**config.mk**
```make
export PLATFORM = sky130hd
export DESIGN_NAME = cell_access_ctrl_flat
export DESIGN_NICKNAME = d
export VERILOG_FILES = /design/src/rtl/cell_access_ctrl_if.sv /design/src/rtl/cell_access_ctrl.sv /design/src/flat_wrapper.sv
export SDC_FILE = /design/constraint.sdc
export NUM_CORES = 1
export LEC_CHECK = 0
export ABC_AREA = 0
export CAP_MARGIN = 10
export CORE_AREA = 2 2 167 169
export DETAILED_ROUTE_END_ITERATION = 6
export DIE_AREA = 0 0 169 171
export PLACE_DENSITY_LB_ADDON = 0.3
export SLEW_MARGIN = 15
export SYNTH_ARGS = -nofsm -noshare
export SYNTH_HDL_FRONTEND = slang
export SYNTH_SLANG_ARGS = --single-unit
```
**constraint.sdc**
```tcl
create_clock -name clk -period 3.2 [get_ports clk]
set_input_delay 0.64 -clock clk [delete_from_list [all_inputs] [get_ports clk]]
set_output_delay 0.64 -clock clk [all_outputs]
set_load 0.02 [all_outputs]
```
**src/rtl/cell_access_ctrl_if.sv**
```systemverilog
// rtl/cell_access_ctrl_if.sv - stream, write-request and RAM port bundle for cell_access_ctrl
// master is the controller side; slave is the client/RAM side.
interface cell_access_ctrl_if #(
    parameter int DATA_WIDTH = 96,
    parameter int ADDR_WIDTH = 8
);
    logic                  rd_start;
    logic                  rd_busy;
    logic                  rd_done;
    logic                  rd_valid;
    logic [DATA_WIDTH-1:0] rd_data;
    logic [ADDR_WIDTH-1:0] rd_index;
    logic [ADDR_WIDTH-1:0] cell_count;
    logic                  cnt_err;

    logic                  wr_req;
    logic [ADDR_WIDTH-1:0] wr_addr;
    logic [DATA_WIDTH-1:0] wr_data;
    logic                  wr_grant;

    logic [ADDR_WIDTH-1:0] mem_address;
    logic [DATA_WIDTH-1:0] mem_data;
    logic                  mem_rden;
    logic                  mem_wren;
    logic [DATA_WIDTH-1:0] mem_q;

    modport master (
        input  rd_start, wr_req, wr_addr, wr_data, mem_q,
        output rd_busy, rd_done, rd_valid, rd_data, rd_index, cell_count, cnt_err,
        output wr_grant, mem_address, mem_data, mem_rden, mem_wren
    );

    modport slave (
        output rd_start, wr_req, wr_addr, wr_data, mem_q,
        input  rd_busy, rd_done, rd_valid, rd_data, rd_index, cell_count, cnt_err,
        input  wr_grant, mem_address, mem_data, mem_rden, mem_wren
    );
endinterface

```
**src/rtl/cell_access_ctrl.sv**
```systemverilog
// rtl/cell_access_ctrl.sv - single-port cell RAM sequencer: streams particles, arbitrates writebacks
// Word 0 holds the particle count; the RAM returns data two cycles after the address cycle.
module cell_access_ctrl #(
    parameter int DATA_WIDTH   = 96,
    parameter int ADDR_WIDTH   = 8,
    parameter int PARTICLE_NUM = 220
) (
    input  logic                clk,
    input  logic                rst,
    cell_access_ctrl_if.master  bus
);

    localparam logic [ADDR_WIDTH-1:0] MAX_COUNT = ADDR_WIDTH'(PARTICLE_NUM - 1);
    localparam logic [ADDR_WIDTH:0]   NUM_WORDS = (ADDR_WIDTH + 1)'(PARTICLE_NUM);

    typedef enum logic [2:0] {
        IDLE,
        CNT_RD,
        CNT_WAIT,
        STREAM,
        DRAIN,
        DONE
    } state_t;

    state_t                state, state_d;
    logic                  rd_pend, rd_pend_d;
    logic                  cnt_wait, cnt_wait_d;

    logic [ADDR_WIDTH-1:0] mem_address_q, mem_address_d;
    logic [DATA_WIDTH-1:0] mem_data_q, mem_data_d;
    logic                  mem_rden_q, mem_rden_d;
    logic                  mem_wren_q, mem_wren_d;

    logic [ADDR_WIDTH-1:0] cell_count_q, cell_count_d;
    logic                  cnt_err_q, cnt_err_d;
    logic                  wr_grant;

    // Outstanding stream reads: stage 0 = address cycle + 1, stage 1 = data on mem_q
    logic [1:0]            pipe_v;
    logic [ADDR_WIDTH-1:0] pipe_idx0, pipe_idx1;

    logic                  rd_valid_q;
    logic [DATA_WIDTH-1:0] rd_data_q;
    logic [ADDR_WIDTH-1:0] rd_index_q;

    logic [ADDR_WIDTH-1:0] raw_count;
    logic                  count_over;
    logic [ADDR_WIDTH-1:0] clamped_count;

    assign raw_count     = bus.mem_q[ADDR_WIDTH-1:0];
    assign count_over    = raw_count > MAX_COUNT;
    assign clamped_count = count_over ? MAX_COUNT : raw_count;

    always_comb begin
        state_d       = state;
        rd_pend_d     = rd_pend;
        cnt_wait_d    = 1'b0;
        mem_address_d = mem_address_q;
        mem_data_d    = mem_data_q;
        mem_rden_d    = 1'b0;
        mem_wren_d    = 1'b0;
        cell_count_d  = cell_count_q;
        cnt_err_d     = cnt_err_q;
        wr_grant      = 1'b0;

        case (state)
            IDLE: begin
                if (bus.wr_req) begin
                    // Writes win ties; a start arriving now waits in rd_pend
                    wr_grant      = 1'b1;
                    rd_pend_d     = rd_pend | bus.rd_start;
                    mem_address_d = bus.wr_addr;
                    mem_data_d    = bus.wr_data;
                    if ({1'b0, bus.wr_addr} < NUM_WORDS) begin
                        mem_wren_d = 1'b1;
                    end else begin
                        cnt_err_d = 1'b1;
                    end
                end else if (rd_pend || bus.rd_start) begin
                    state_d       = CNT_RD;
                    rd_pend_d     = 1'b0;
                    mem_address_d = '0;
                    mem_rden_d    = 1'b1;
                end
            end
            CNT_RD: begin
                state_d = CNT_WAIT;
            end
            CNT_WAIT: begin
                cnt_wait_d = ~cnt_wait;
                if (cnt_wait) begin
                    cnt_wait_d   = 1'b0;
                    cell_count_d = clamped_count;
                    if (count_over) begin
                        cnt_err_d = 1'b1;
                    end
                    if (clamped_count == '0) begin
                        state_d = DONE;
                    end else begin
                        state_d       = STREAM;
                        mem_address_d = ADDR_WIDTH'(1);
                        mem_rden_d    = 1'b1;
                    end
                end
            end
            STREAM: begin
                if (mem_address_q == cell_count_q) begin
                    state_d = DRAIN;
                end else begin
                    mem_address_d = mem_address_q + ADDR_WIDTH'(1);
                    mem_rden_d    = 1'b1;
                end
            end
            DRAIN: begin
                if (pipe_v == 2'b00) begin
                    state_d = DONE;
                end
            end
            DONE: begin
                state_d = IDLE;
            end
            default: begin
                state_d = IDLE;
            end
        endcase
    end

    always_ff @(posedge clk) begin
        if (rst) begin
            state         <= IDLE;
            rd_pend       <= 1'b0;
            cnt_wait      <= 1'b0;
            mem_address_q <= '0;
            mem_data_q    <= '0;
            mem_rden_q    <= 1'b0;
            mem_wren_q    <= 1'b0;
            cell_count_q  <= '0;
            cnt_err_q     <= 1'b0;
            pipe_v        <= 2'b00;
            pipe_idx0     <= '0;
            pipe_idx1     <= '0;
            rd_valid_q    <= 1'b0;
            rd_data_q     <= '0;
            rd_index_q    <= '0;
        end else begin
            state         <= state_d;
            rd_pend       <= rd_pend_d;
            cnt_wait      <= cnt_wait_d;
            mem_address_q <= mem_address_d;
            mem_data_q    <= mem_data_d;
            mem_rden_q    <= mem_rden_d;
            mem_wren_q    <= mem_wren_d;
            cell_count_q  <= cell_count_d;
            cnt_err_q     <= cnt_err_d;
            pipe_v[0]     <= (state == STREAM);
            pipe_idx0     <= mem_address_q;
            pipe_v[1]     <= pipe_v[0];
            pipe_idx1     <= pipe_idx0;
            rd_valid_q    <= pipe_v[1];
            if (pipe_v[1]) begin
                rd_data_q  <= bus.mem_q;
                rd_index_q <= pipe_idx1;
            end
        end
    end

    assign bus.rd_busy     = (state != IDLE);
    assign bus.rd_done     = (state == DONE);
    assign bus.rd_valid    = rd_valid_q;
    assign bus.rd_data     = rd_data_q;
    assign bus.rd_index    = rd_index_q;
    assign bus.cell_count  = cell_count_q;
    assign bus.cnt_err     = cnt_err_q;
    assign bus.wr_grant    = wr_grant;
    assign bus.mem_address = mem_address_q;
    assign bus.mem_data    = mem_data_q;
    assign bus.mem_rden    = mem_rden_q;
    assign bus.mem_wren    = mem_wren_q;

endmodule

```
**src/flat_wrapper.sv**
```systemverilog
// flat-port wrapper written by rule: the top's interface ports become plain ports
module cell_access_ctrl_flat 
#(
    parameter int DATA_WIDTH   = 96,
    parameter int ADDR_WIDTH   = 8,
    parameter int PARTICLE_NUM = 220
)
  (clk, rst, bus_rd_start, bus_wr_req, bus_wr_addr, bus_wr_data, bus_mem_q, bus_rd_busy, bus_rd_done, bus_rd_valid, bus_rd_data, bus_rd_index, bus_cell_count, bus_cnt_err, bus_wr_grant, bus_mem_address, bus_mem_data, bus_mem_rden, bus_mem_wren);
  cell_access_ctrl_if #(.DATA_WIDTH(DATA_WIDTH), .ADDR_WIDTH(ADDR_WIDTH)) bus_i ();
  input  logic clk;
  input  logic rst;
  input wire logic [$bits(bus_i.rd_start)-1:0] bus_rd_start;
  input wire logic [$bits(bus_i.wr_req)-1:0] bus_wr_req;
  input wire logic [$bits(bus_i.wr_addr)-1:0] bus_wr_addr;
  input wire logic [$bits(bus_i.wr_data)-1:0] bus_wr_data;
  input wire logic [$bits(bus_i.mem_q)-1:0] bus_mem_q;
  output wire logic [$bits(bus_i.rd_busy)-1:0] bus_rd_busy;
  output wire logic [$bits(bus_i.rd_done)-1:0] bus_rd_done;
  output wire logic [$bits(bus_i.rd_valid)-1:0] bus_rd_valid;
  output wire logic [$bits(bus_i.rd_data)-1:0] bus_rd_data;
  output wire logic [$bits(bus_i.rd_index)-1:0] bus_rd_index;
  output wire logic [$bits(bus_i.cell_count)-1:0] bus_cell_count;
  output wire logic [$bits(bus_i.cnt_err)-1:0] bus_cnt_err;
  output wire logic [$bits(bus_i.wr_grant)-1:0] bus_wr_grant;
  output wire logic [$bits(bus_i.mem_address)-1:0] bus_mem_address;
  output wire logic [$bits(bus_i.mem_data)-1:0] bus_mem_data;
  output wire logic [$bits(bus_i.mem_rden)-1:0] bus_mem_rden;
  output wire logic [$bits(bus_i.mem_wren)-1:0] bus_mem_wren;
  assign bus_i.rd_start = bus_rd_start;
  assign bus_i.wr_req = bus_wr_req;
  assign bus_i.wr_addr = bus_wr_addr;
  assign bus_i.wr_data = bus_wr_data;
  assign bus_i.mem_q = bus_mem_q;
  assign bus_rd_busy = bus_i.rd_busy;
  assign bus_rd_done = bus_i.rd_done;
  assign bus_rd_valid = bus_i.rd_valid;
  assign bus_rd_data = bus_i.rd_data;
  assign bus_rd_index = bus_i.rd_index;
  assign bus_cell_count = bus_i.cell_count;
  assign bus_cnt_err = bus_i.cnt_err;
  assign bus_wr_grant = bus_i.wr_grant;
  assign bus_mem_address = bus_i.mem_address;
  assign bus_mem_data = bus_i.mem_data;
  assign bus_mem_rden = bus_i.mem_rden;
  assign bus_mem_wren = bus_i.mem_wren;
  cell_access_ctrl #(.DATA_WIDTH(DATA_WIDTH), .ADDR_WIDTH(ADDR_WIDTH), .PARTICLE_NUM(PARTICLE_NUM)) u_core (.clk(clk), .rst(rst), .bus(bus_i));
endmodule
```
# Word level (Yosys, flattened, before mapping)
# Cells that the tools add are included.
[totals]
ff_bits = 243
mem_bits_ro = 0
latch_bits = 0
word_cells = 86
mem_bits_rw = 0
out_inout_bits = 223
inputBits = 204
mem_count = 0
[op_classes]
n_mul = 0
magnitude_cmp = 2
div_mod_pow = 0
n_addsub = 1
n_mux = 30
bitwise_logic = 5
eq_ne = 17
shift = 0
n_reduce_logical = 16
[op_table]
columns = ["cell", "n"]
rows = [
  ["8-bit two-way mux", 6],
  ["8-bit one-hot mux with 3 select lines", 1],
  ["3-bit two-way mux", 6],
  ["3-bit one-hot mux with 5 select lines", 1],
  ["5-bit AND reduction", 3],
  ["1-bit two-way mux", 14],
  ["2-bit by 1-bit != test with 1-bit output (second input constant)", 5],
  ["2-bit != test (second input constant)", 5],
  ["8-bit by 1-bit adder with 8-bit output (second input constant)", 1],
  ["8-bit == test", 1],
  ["8-bit greater-than comparator (second input constant)", 1],
  ["8-bit logical NOT", 1],
  ["8-bit less-than comparator (second input constant)", 1],
  ["3-bit by 2-bit == test with 1-bit output (second input constant)", 2],
  ["3-bit == test (second input constant)", 2],
  ["2-bit AND reduction", 3],
  ["3-bit nonzero test", 2],
  ["3-bit OR reduction", 2],
  ["1-bit NOT", 4],
  ["2-bit nonzero test", 2],
  ["3-bit by 1-bit == test with 1-bit output (second input constant)", 1],
  ["3-bit logical NOT", 1],
  ["3-bit by 2-bit != test with 1-bit output (second input constant)", 1],
  ["1-bit one-hot mux with 3 select lines", 1],
  ["other kinds (4)", 4],
]

# Longest topological paths before layout
# Gate-level depths: netlist (run 1).
[logic_depth]
ltp_word = 6
depth_mapped = 8
mapped_depth_nobuf = 6

# Least setup slack after synthesis (run 1)
# Ideal clock, no wire load.
[synth_path]
path_kind = "input to register"
startpoint = "in bus_mem_q[3]"
endpoint = "reg u_core.mem_address_q[4], in the netlist u_core.bus.mem_address[4]"
slack_ps = 1308
t_required_ps = 3085
t_arrival_ps = 1777
stages = 6
setup_ps = 115
path_cell_list = "nor4_1 -> nand2_1 -> o311a_1 -> buf_2 -> nand4b_1 -> a21bo_2"
[synth_between]
elab_chain_len = 5
[synth_rtl]
columns = ["item", "line_no", "source"]
rows = [
  ["start, declared", "flat_wrapper.sv:16", "input wire logic [$bits(bus_i.mem_q)-1:0] bus_mem_q;"],
  ["8-bit greater-than comparator", "cell_access_ctrl.sv:51", "assign count_over = raw_count > MAX_COUNT;"],
  ["8-bit two-way mux *", "cell_access_ctrl.sv:52", "assign clamped_count = count_over ? MAX_COUNT : raw_count;"],
  ["8-bit logical NOT *", "cell_access_ctrl.sv:97", "if (clamped_count == '0) begin"],
  ["2-bit != test (no source line) *", "n/a", ""],
  ["5-bit AND reduction (no source line) *", "n/a", ""],
  ["end signal, assigned", "cell_access_ctrl.sv:149", "mem_address_q <= mem_address_d;"],
  ["end, declared", "cell_access_ctrl.sv:29", "logic [ADDR_WIDTH-1:0] mem_address_q, mem_address_d;"],
]
# Every way passes the cells marked *; elsewhere a longest branch is shown, timed or not.
# A chain may end at the register's enable or synchronous reset.

# Worst setup path in the final report (run 1)
[layout_path]
startpoint = "reg u_core.state[1]"
endpoint = "out bus_rd_busy"
[layout_between]
elab_chain_len = 1
[layout_rtl]
columns = ["item", "line_no", "source"]
rows = [
  ["start, declared", "cell_access_ctrl.sv:25", "state_t state, state_d;"],
  ["start signal, assigned", "cell_access_ctrl.sv:146", "state <= state_d;"],
  ["3-bit nonzero test", "cell_access_ctrl.sv:167", "assign bus.rd_busy = (state != IDLE);"],
  ["end, declared", "flat_wrapper.sv:17", "output wire logic [$bits(bus_i.rd_busy)-1:0] bus_rd_busy;"],
]
# No other way between the ends.

==> impl_results.md, run 1 <==
- Run status: finished clean
- Port Buf Inserts: 426
- Predominant post-synthesis flop cell: dfxtp_1
- Die span in x: 169 um
- Final setup vio count: 0
- WL met3: 3.41 mm
- Buf/Inv on CP: 2
- Hold endpoint: u_core.pipe_idx1[2]
- Hold path startpoint: u_core.pipe_idx0[2]
- Reg-to-Reg End: u_core.bus.mem_address[6]
- RD Place Congestion: 0.802
- Syn_area_per_cell: 9.07 sq um
- # rows: 61
- Mapped Nets: 1,168
- Post-cts sizing count: 0
- DR vias/cell: 4.70
- CTS Buffer Depth: 3
- Final instance area: 14,200 sq um
- Worst-path clk slew: 0.06 ns
- Largest net degree at the start of global routing: 121
- Mapped Area: 8740 sq um
- Area of the die: 28,900 sq um
- Maxcap violations: 0
- Setup Buffers After CTS: 0
- EDFF count, synth: 0
- Vias in the first global route: 7,731
- Data required time of the worst path: 2.56 ns
- Max VDD drop: 0.461 mV
- Core box area: 27,300 sq um
- Hold Crit Depth: 1
- 1st-iter DRT viols: 478
- Final non-filler cell total: 1,731
- Synth Register Bits: 243
- Slew @ Worst Pin: 1.08 ns
- Setup Crit Path Kind: register to output pin
- Cell family with most CP delay: buffers and inverters
- H-tree levels: 1
- Post-Syn Instances: 963
- Area growth from synthesis to layout: 62.5%
- Cell taking the most area after synthesis: dfxtp_1
- Antenna violations before repair: 1
- Initial Util: 32.0%
- Ys Warns: 0
- Antenna Nets Post-Route: 0
- Post-placement cell count: 1,681
- Worst path max stage delay: 0.63 ns
- Pwr dens: 591 nW/um^2
- Power Total: 8380 uW
- Clock Latency Late Sink: 0.54 ns
- Post-DR wirelength/cell: 16.8 um
- Top Metal Used: met4
- Drc violations: 0
- Top post-synthesis cells by area: dfxtp_1 56%, mux2i_1 12%, nand2_1 9.1%, a21oi_1 6.4%, nor2_1 5.1%
- Worst reg-to-reg path cell count: 5
- Pleak: 0.00507 uW
- CP Max Fanout: 15
- Share of layout cells above drive strength 1: 4.99%
- Post-synth top cells: 243 x dfxtp_1, 212 x nand2_1, 119 x nor2_1, 111 x a21oi_1, 104 x mux2i_1
- Io pins: 427
- Async SR Flop Fraction: 0%
- Via count: 8,137
- RSZ-0062 raised after global routing: false
- Hpwl dp: 20.5 mm
- Hold-fix buffers at CTS: 0
- Critical path capture point type: output pin
- Crit-path slowest cell: clkdlybuf4s50_1
- Total gr overflow: 0
- HP Class: register to register
- Sequence of cells on the critical path: nor3_2 -> inv_1 -> clkdlybuf4s50_1
- Worst Skew: 0.0147 ns
- Most common cell in the synthesized netlist: dfxtp_1
- CTS root buf: clkbuf_16
- First-pass iteration count of the detailed router: 4
- CTS tree: built
- Period utilisation layout: 90.3%
- Setup TNS: 0 ns
- Arrival @ worst endpoint: 2.25 ns
- CP Launch Type: register
- Global Route Usage Sum: 18.8%
- Routed wire length: 29.2 mm
- Post-place instance area: 13,300 sq um
- Fin. max-slew vios: 0
- Clk sink count: 243
- Met2 wire len: 13.9 mm
- Metal-1 WL: 11.0 mm
- Final min period: 2.89 ns
- Relative slew slack: 27.4%
- Yosys top cell area share: 55.7%
- CTS Buf Count: 27
- Distinct cells, synth: 46
- Final nets: 1,569
- R2R Path Start: u_core.bus.mem_address[0]
- Die height: 171 um
- Final hold vios: 0
- First-pass GRT wire length: 43.0 mm
- R2R Setup Slk: 0.84 ns
- Sequential share of the synthesized area: 55.7%
- Achievable Freq: 346 MHz
==> cell families after synthesis <==
family                     Yosys count  synth area share, %
buffers and inverters               71                 3.42
adders and majority gates            1                0.143
and+or+nand+nor                    391                 18.6
DFF                                243                 55.7
xor gates and xnor gates            10                 1.00
muxes                              107                 12.3
AOI/OAI and AO/OA                  140                 8.87
==> worst max-delay path by stage <==
stage	start	end	slack, ns	cells past startpoint
floorplan	bus_mem_q[3]	u_core.bus.mem_address[4]	1.31	6
global placement	bus_mem_q[3]	u_core.bus.mem_address[6]	-0.17	7
detailed placement	bus_mem_q[5]	u_core.bus.mem_address[6]	-0.20	7
CTS	u_core.state[1]	bus_rd_busy	0.25	3
global route	u_core.state[1]	bus_rd_busy	0.19	3
finish	u_core.state[1]	bus_rd_busy	0.31	3
==> per-stage QoR <==
| stage | hold slack (ns) | utilization [%] | setup WS (ns) |
|---|---|---|---|
| detailed placement | 0.420 | 48.7 | -0.201 |
| CTS | 0.436 | 52.0 | 0.253 |
| finish | 0.433 | 52.0 | 0.309 |
| global route | 0.459 | 52.0 | 0.187 |
| floorplan | 0.414 | - | 1.31 |
| global placement | 0.417 | 48.7 | -0.168 |
==> final cells by class <==
class	count	area, sq um
diodes	1	2.50
clock buffers	37	753
clock inverters	12	145
fillers	2515	13100
inverters	4	15.0
multi-input cells	649	3580
flip-flops and latches	243	4870
well taps	346	433
repair buffers	439	4400
==> registers in the layout, summed over array words and instances, names as in the netlist <==
signal	flops
u_core.bus.mem_data	96
u_core.bus.rd_data	96
u_core.bus.cell_count	8
u_core.bus.mem_address	8
u_core.bus.rd_index	8
u_core.pipe_idx0	8
u_core.pipe_idx1	8
u_core.state	3
u_core.pipe_v	2
u_core.bus.cnt_err	1
u_core.bus.mem_rden	1
u_core.bus.mem_wren	1
u_core.bus.rd_valid	1
u_core.cnt_wait	1
u_core.rd_pend	1
==> layer usage <==
layer | GRT usage [%] | vias to the layer above
met3 | 8.14 | 54
met2 | 32.6 | 345
met4 | 6.32 | 0
met5 | 0 | -
met1 | 20.6 | 3726
li1 | - | 4012
==> power by group <==
part	total [uW]	internal (uW)	switching (uW)	leakage (uW)
clock	3150	1890	1270	0.000444
sequential	3450	3260	188	0.00198
combinational	1790	834	951	0.00265
total	8380	5980	2410	0.00507
==> placed cells by master, fill, tap and decap left out, types with 6 or more instances in the layout <==
cell,n
a21oi_1,111
a31oi_1,8
buf_4,10
clkbuf_1,6
clkbuf_16,27
clkdlybuf4s50_1,425
clkinv_2,6
dfxtp_1,242
mux2i_1,104
nand2_1,211
nand3_1,9
nor2_1,119
nor2b_1,19
nor3_1,13
xor2_1,9
No activity file was read; power rests on OpenSTA's default activity.
==> run 2, diff against run 1 <==
--- a/config.mk
+++ b/config.mk
@@ -11,7 +11,7 @@
 export DETAILED_ROUTE_END_ITERATION = 6
 export DIE_AREA = 0 0 169 171
 export PLACE_DENSITY_LB_ADDON = 0.3
-export SLEW_MARGIN = 15
+export SLEW_MARGIN = 10
 export SYNTH_ARGS = -nofsm -noshare
 export SYNTH_HDL_FRONTEND = slang
 export SYNTH_SLANG_ARGS = --single-unit
==> results of run 2 <==
Same layout as run 1: the final DEF is identical, and so are final timing and power.
==> run 3, diff against run 2 <==
==> constraint.sdc (replaced) <==
create_clock -name clk -period 2.4 [get_ports clk]
set_input_delay 0.48 -clock clk [delete_from_list [all_inputs] [get_ports clk]]
set_output_delay 0.48 -clock clk [all_outputs]
set_load 0.02 [all_outputs]
==> impl_results.md, run 3 (same netlist as run 1, synthesis figures left out) <==
- Run status: finished clean (unchanged)
- Pwr dens: 792 nW/um^2 (was 591 nW/um^2)
- Hpwl dp: 21.4 mm (was 20.5 mm)
- Final WS setup: 0.127 ns (was 0.309 ns)
- Global Route met2 Usage: 33.7% (was 32.6%)
- Worst Skew: 0.0159 ns (was 0.0147 ns)
- Dpl ws: -0.632 ns (was -0.201 ns)
- Setup Crit Path Kind: register to output pin (unchanged)
- Worst-path clk slew: 0.06 ns (about the same)
- Setup Buffers After CTS: 0 (unchanged)
- Fin Hold WS: 0.359 ns (was 0.433 ns)
- Total gr overflow: 0 (unchanged)
- Total internal power: 8190 uW (was 5980 uW)
- Hold endpoint: u_core.bus.rd_index[2] (was u_core.pipe_idx1[2])
- Reg-to-Reg End: u_core.bus.mem_address[6] (unchanged)
- RSZ-0062 raised after global routing: false (unchanged)
- M1 GR Usage: 20.4% (was 20.6%)
- Final hold vios: 0 (unchanged)
- Routed wire length: 29.6 mm (was 29.2 mm)
- CTS root buf: clkbuf_16 (unchanged)
- Period utilisation layout: 94.7%
- Max VDD drop: 0.651 mV (was 0.461 mV)
- Data required time of the worst path: 1.92 ns (was 2.56 ns)
- 1st-iter DRT viols: 394 (was 478)
- Hold Crit Depth: 2 (was 1)
- DR vias/cell: 4.66 (was 4.70)
- Antenna violations before repair: 1 (unchanged)
- Drc violations: 0 (unchanged)
- RD Place Congestion: 0.787 (was 0.802)
- Psw: 3230 uW (was 2410 uW)
- Die span in x: 169 um (unchanged)
- Global Route Usage Sum: 19.1% (was 18.8%)
- Port Buf Inserts: 426 (unchanged)
- Antenna Nets Post-Route: 0 (unchanged)
- CP Max Fanout: 7 (was 15)
- Final min period: 2.27 ns
- First-pass iteration count of the detailed router: 5 (was 4)
- # rows: 61 (unchanged)
- Crit-path slowest cell: dfxtp_1 (was clkdlybuf4s50_1)
- Clock Latency Late Sink: 0.54 ns (about the same)
- Relative slew slack: 58.6% (was 27.4%)
- Share of layout cells above drive strength 1: 6.21% (was 4.99%)
- Layout fillers: 2,521 (was 2,515)
- Pleak: 0.00519 uW (was 0.00507 uW)
- Clock share of power: 38.4% (was 37.6%)
- HP Class: input pin to register (was register to register)
- Commonest non-fill, non-tap cell in the layout: clkdlybuf4s50_1 (unchanged)
- Achievable Freq: 440 MHz
- Maxcap violations: 0 (unchanged)
- Slew @ Worst Pin: 0.620 ns (was 1.08 ns)
- CTS tree: built (unchanged)
- Commonest cells after routing, fill and taps aside: 422 x clkdlybuf4s50_1, 242 x dfxtp_1, 211 x nand2_1 (was 425 x clkdlybuf4s50_1, 242 x dfxtp_1, 211 x nand2_1)
- Post-DR wirelength/cell: 16.9 um (was 16.8 um)
- Io pins: 427 (unchanged)
- GR Layer Usage met3: 8.93% (was 8.14%)
- Via count: 8,145 (was 8,137)
- Initial Util: 32.0% (unchanged)
- R2R Path Start: u_core.bus.mem_address[6] (was u_core.bus.mem_address[0])
- H-tree levels: 1 (unchanged)
- CTS Buffer Depth: 3 (unchanged)
- Area growth from synthesis to layout: 65.0% (was 62.5%)
- GR peak layer: met2 (unchanged)
- CP Launch Type: register (unchanged)
- Worst path max stage delay: 0.39 ns (was 0.63 ns)
- Largest net degree at the start of global routing: 98 (was 121)
- Sequence of cells on the critical path: nor3_2 -> buf_4 -> nand2_4 -> inv_2 -> dlygate4sd2_1 (was nor3_2 -> inv_1 -> clkdlybuf4s50_1)
- Vias in the first global route: 7,761 (was 7,731)
- Fin. max-slew vios: 0 (unchanged)
- Arrival @ worst endpoint: 1.79 ns (was 2.25 ns)
- Seq pwr share: 39.7% (was 41.1%)
- Die height: 171 um (unchanged)
- Final nets: 1,585 (was 1,569)
- Final setup vio count: 0 (unchanged)
- First-pass GRT wire length: 43.4 mm (was 43.0 mm)
- Clk sink count: 243 (unchanged)
- Worst reg-to-reg path cell count: 5 (unchanged)
- Hold path startpoint: rst (was u_core.pipe_idx0[2])
- Sw frac: 28.3% (was 28.7%)
- R2R Setup Slk: 0.44 ns (was 0.84 ns)
- CTS Buf Count: 28 (was 27)
- Area of the die: 28,900 sq um (unchanged)
- Critical path capture point type: output pin (unchanged)
- Comb power frac: 22.0% (was 21.3%)
- Core box area: 27,300 sq um (unchanged)
## run 3: cell types whose count changed in the layout (fill, tap and decap cells not counted), sizes merged, moves of 2 or more
cell and change:
buf +15, dlygate4sd2 +3, inv -2, clkbuf +4, clkdlybuf4s50 -3
## run 3: worst max-delay path by stage
| stage | to | slack, ns | cells past startpoint | from |
|---|---|---|---|---|
| after floorplan | u_core.bus.mem_address[4] | 0.65 | 7 | u_core.bus.mem_address[3] |
| after global placement | u_core.bus.mem_address[6] | -0.68 | 7 | bus_mem_q[3] |
| after detailed placement | u_core.bus.mem_address[6] | -0.63 | 7 | bus_mem_q[3] |
| after CTS | bus_wr_grant | 0.12 | 5 | u_core.state[0] |
| after global routing | bus_wr_grant | 0.04 | 5 | u_core.state[0] |
| final | bus_wr_grant | 0.13 | 5 | u_core.state[0] |
## run 3: through the flow
step | cells | power, uW | area, sq um | util [%] | setup TNS [ns]
detailed placement | 1696 | 7150 | 13400 | 49.2 | -5.15
floorplan | 963 | 5860 | 8740 | - | 0
finish | 1748 | 11400 | 14400 | 52.7 | 0
global route | 1748 | 11900 | 14400 | 52.7 | 0
global placement | 1696 | 7120 | 13400 | 49.2 | -5.60
CTS | 1747 | 11600 | 14400 | 52.7 | 0
## run 3: cell type report
class / count / area [sq um] / share of cell area, %
sequential: 243 / 4870 / 33.8
timing repair buffer: 454 / 4550 / 31.5
multi-input combinational: 649 / 3590 / 24.9
clock inverter: 10 / 141 / 0.981
tap: 346 / 433 / 3.00
inverter: 4 / 15.0 / 0.104
clock buffer: 41 / 820 / 5.69
antenna: 1 / 2.50 / 0.0174
## run 3: critical path: cells and delay by family, from the launching register on
| kind | cells | cell delay, ns |
|---|---|---|
| buf+inv | 3 | 0.59 |
| flops | 1 | 0.39 |
| simple gates | 2 | 0.27 |
## run 3: routing by layer
metal | share of wire [%] | vias up
li1 | - | 4025
met1 | 37 | 3727
met2 | 48 | 336
met3 | 12 | 57
met4 | 3.1 | 0
met5 | 0 | -
## run 3: power groups by stage
stage	Clock (uW)	Sequential [uW]	Combinational (uW)
6_report	4380	4530	2510
5_1_grt	4650	4570	2720
4_1_cts	4520	4530	2540
3_5_place_dp	0	4610	2530
3_3_place_gp	0	4600	2520
2_1_floorplan	0	4920	936
## run 3: repair_timing
item                                    CTS  global route
endpoints found under the setup margin    7             0
hold buffers                              0             0
resized for setup                         4             0
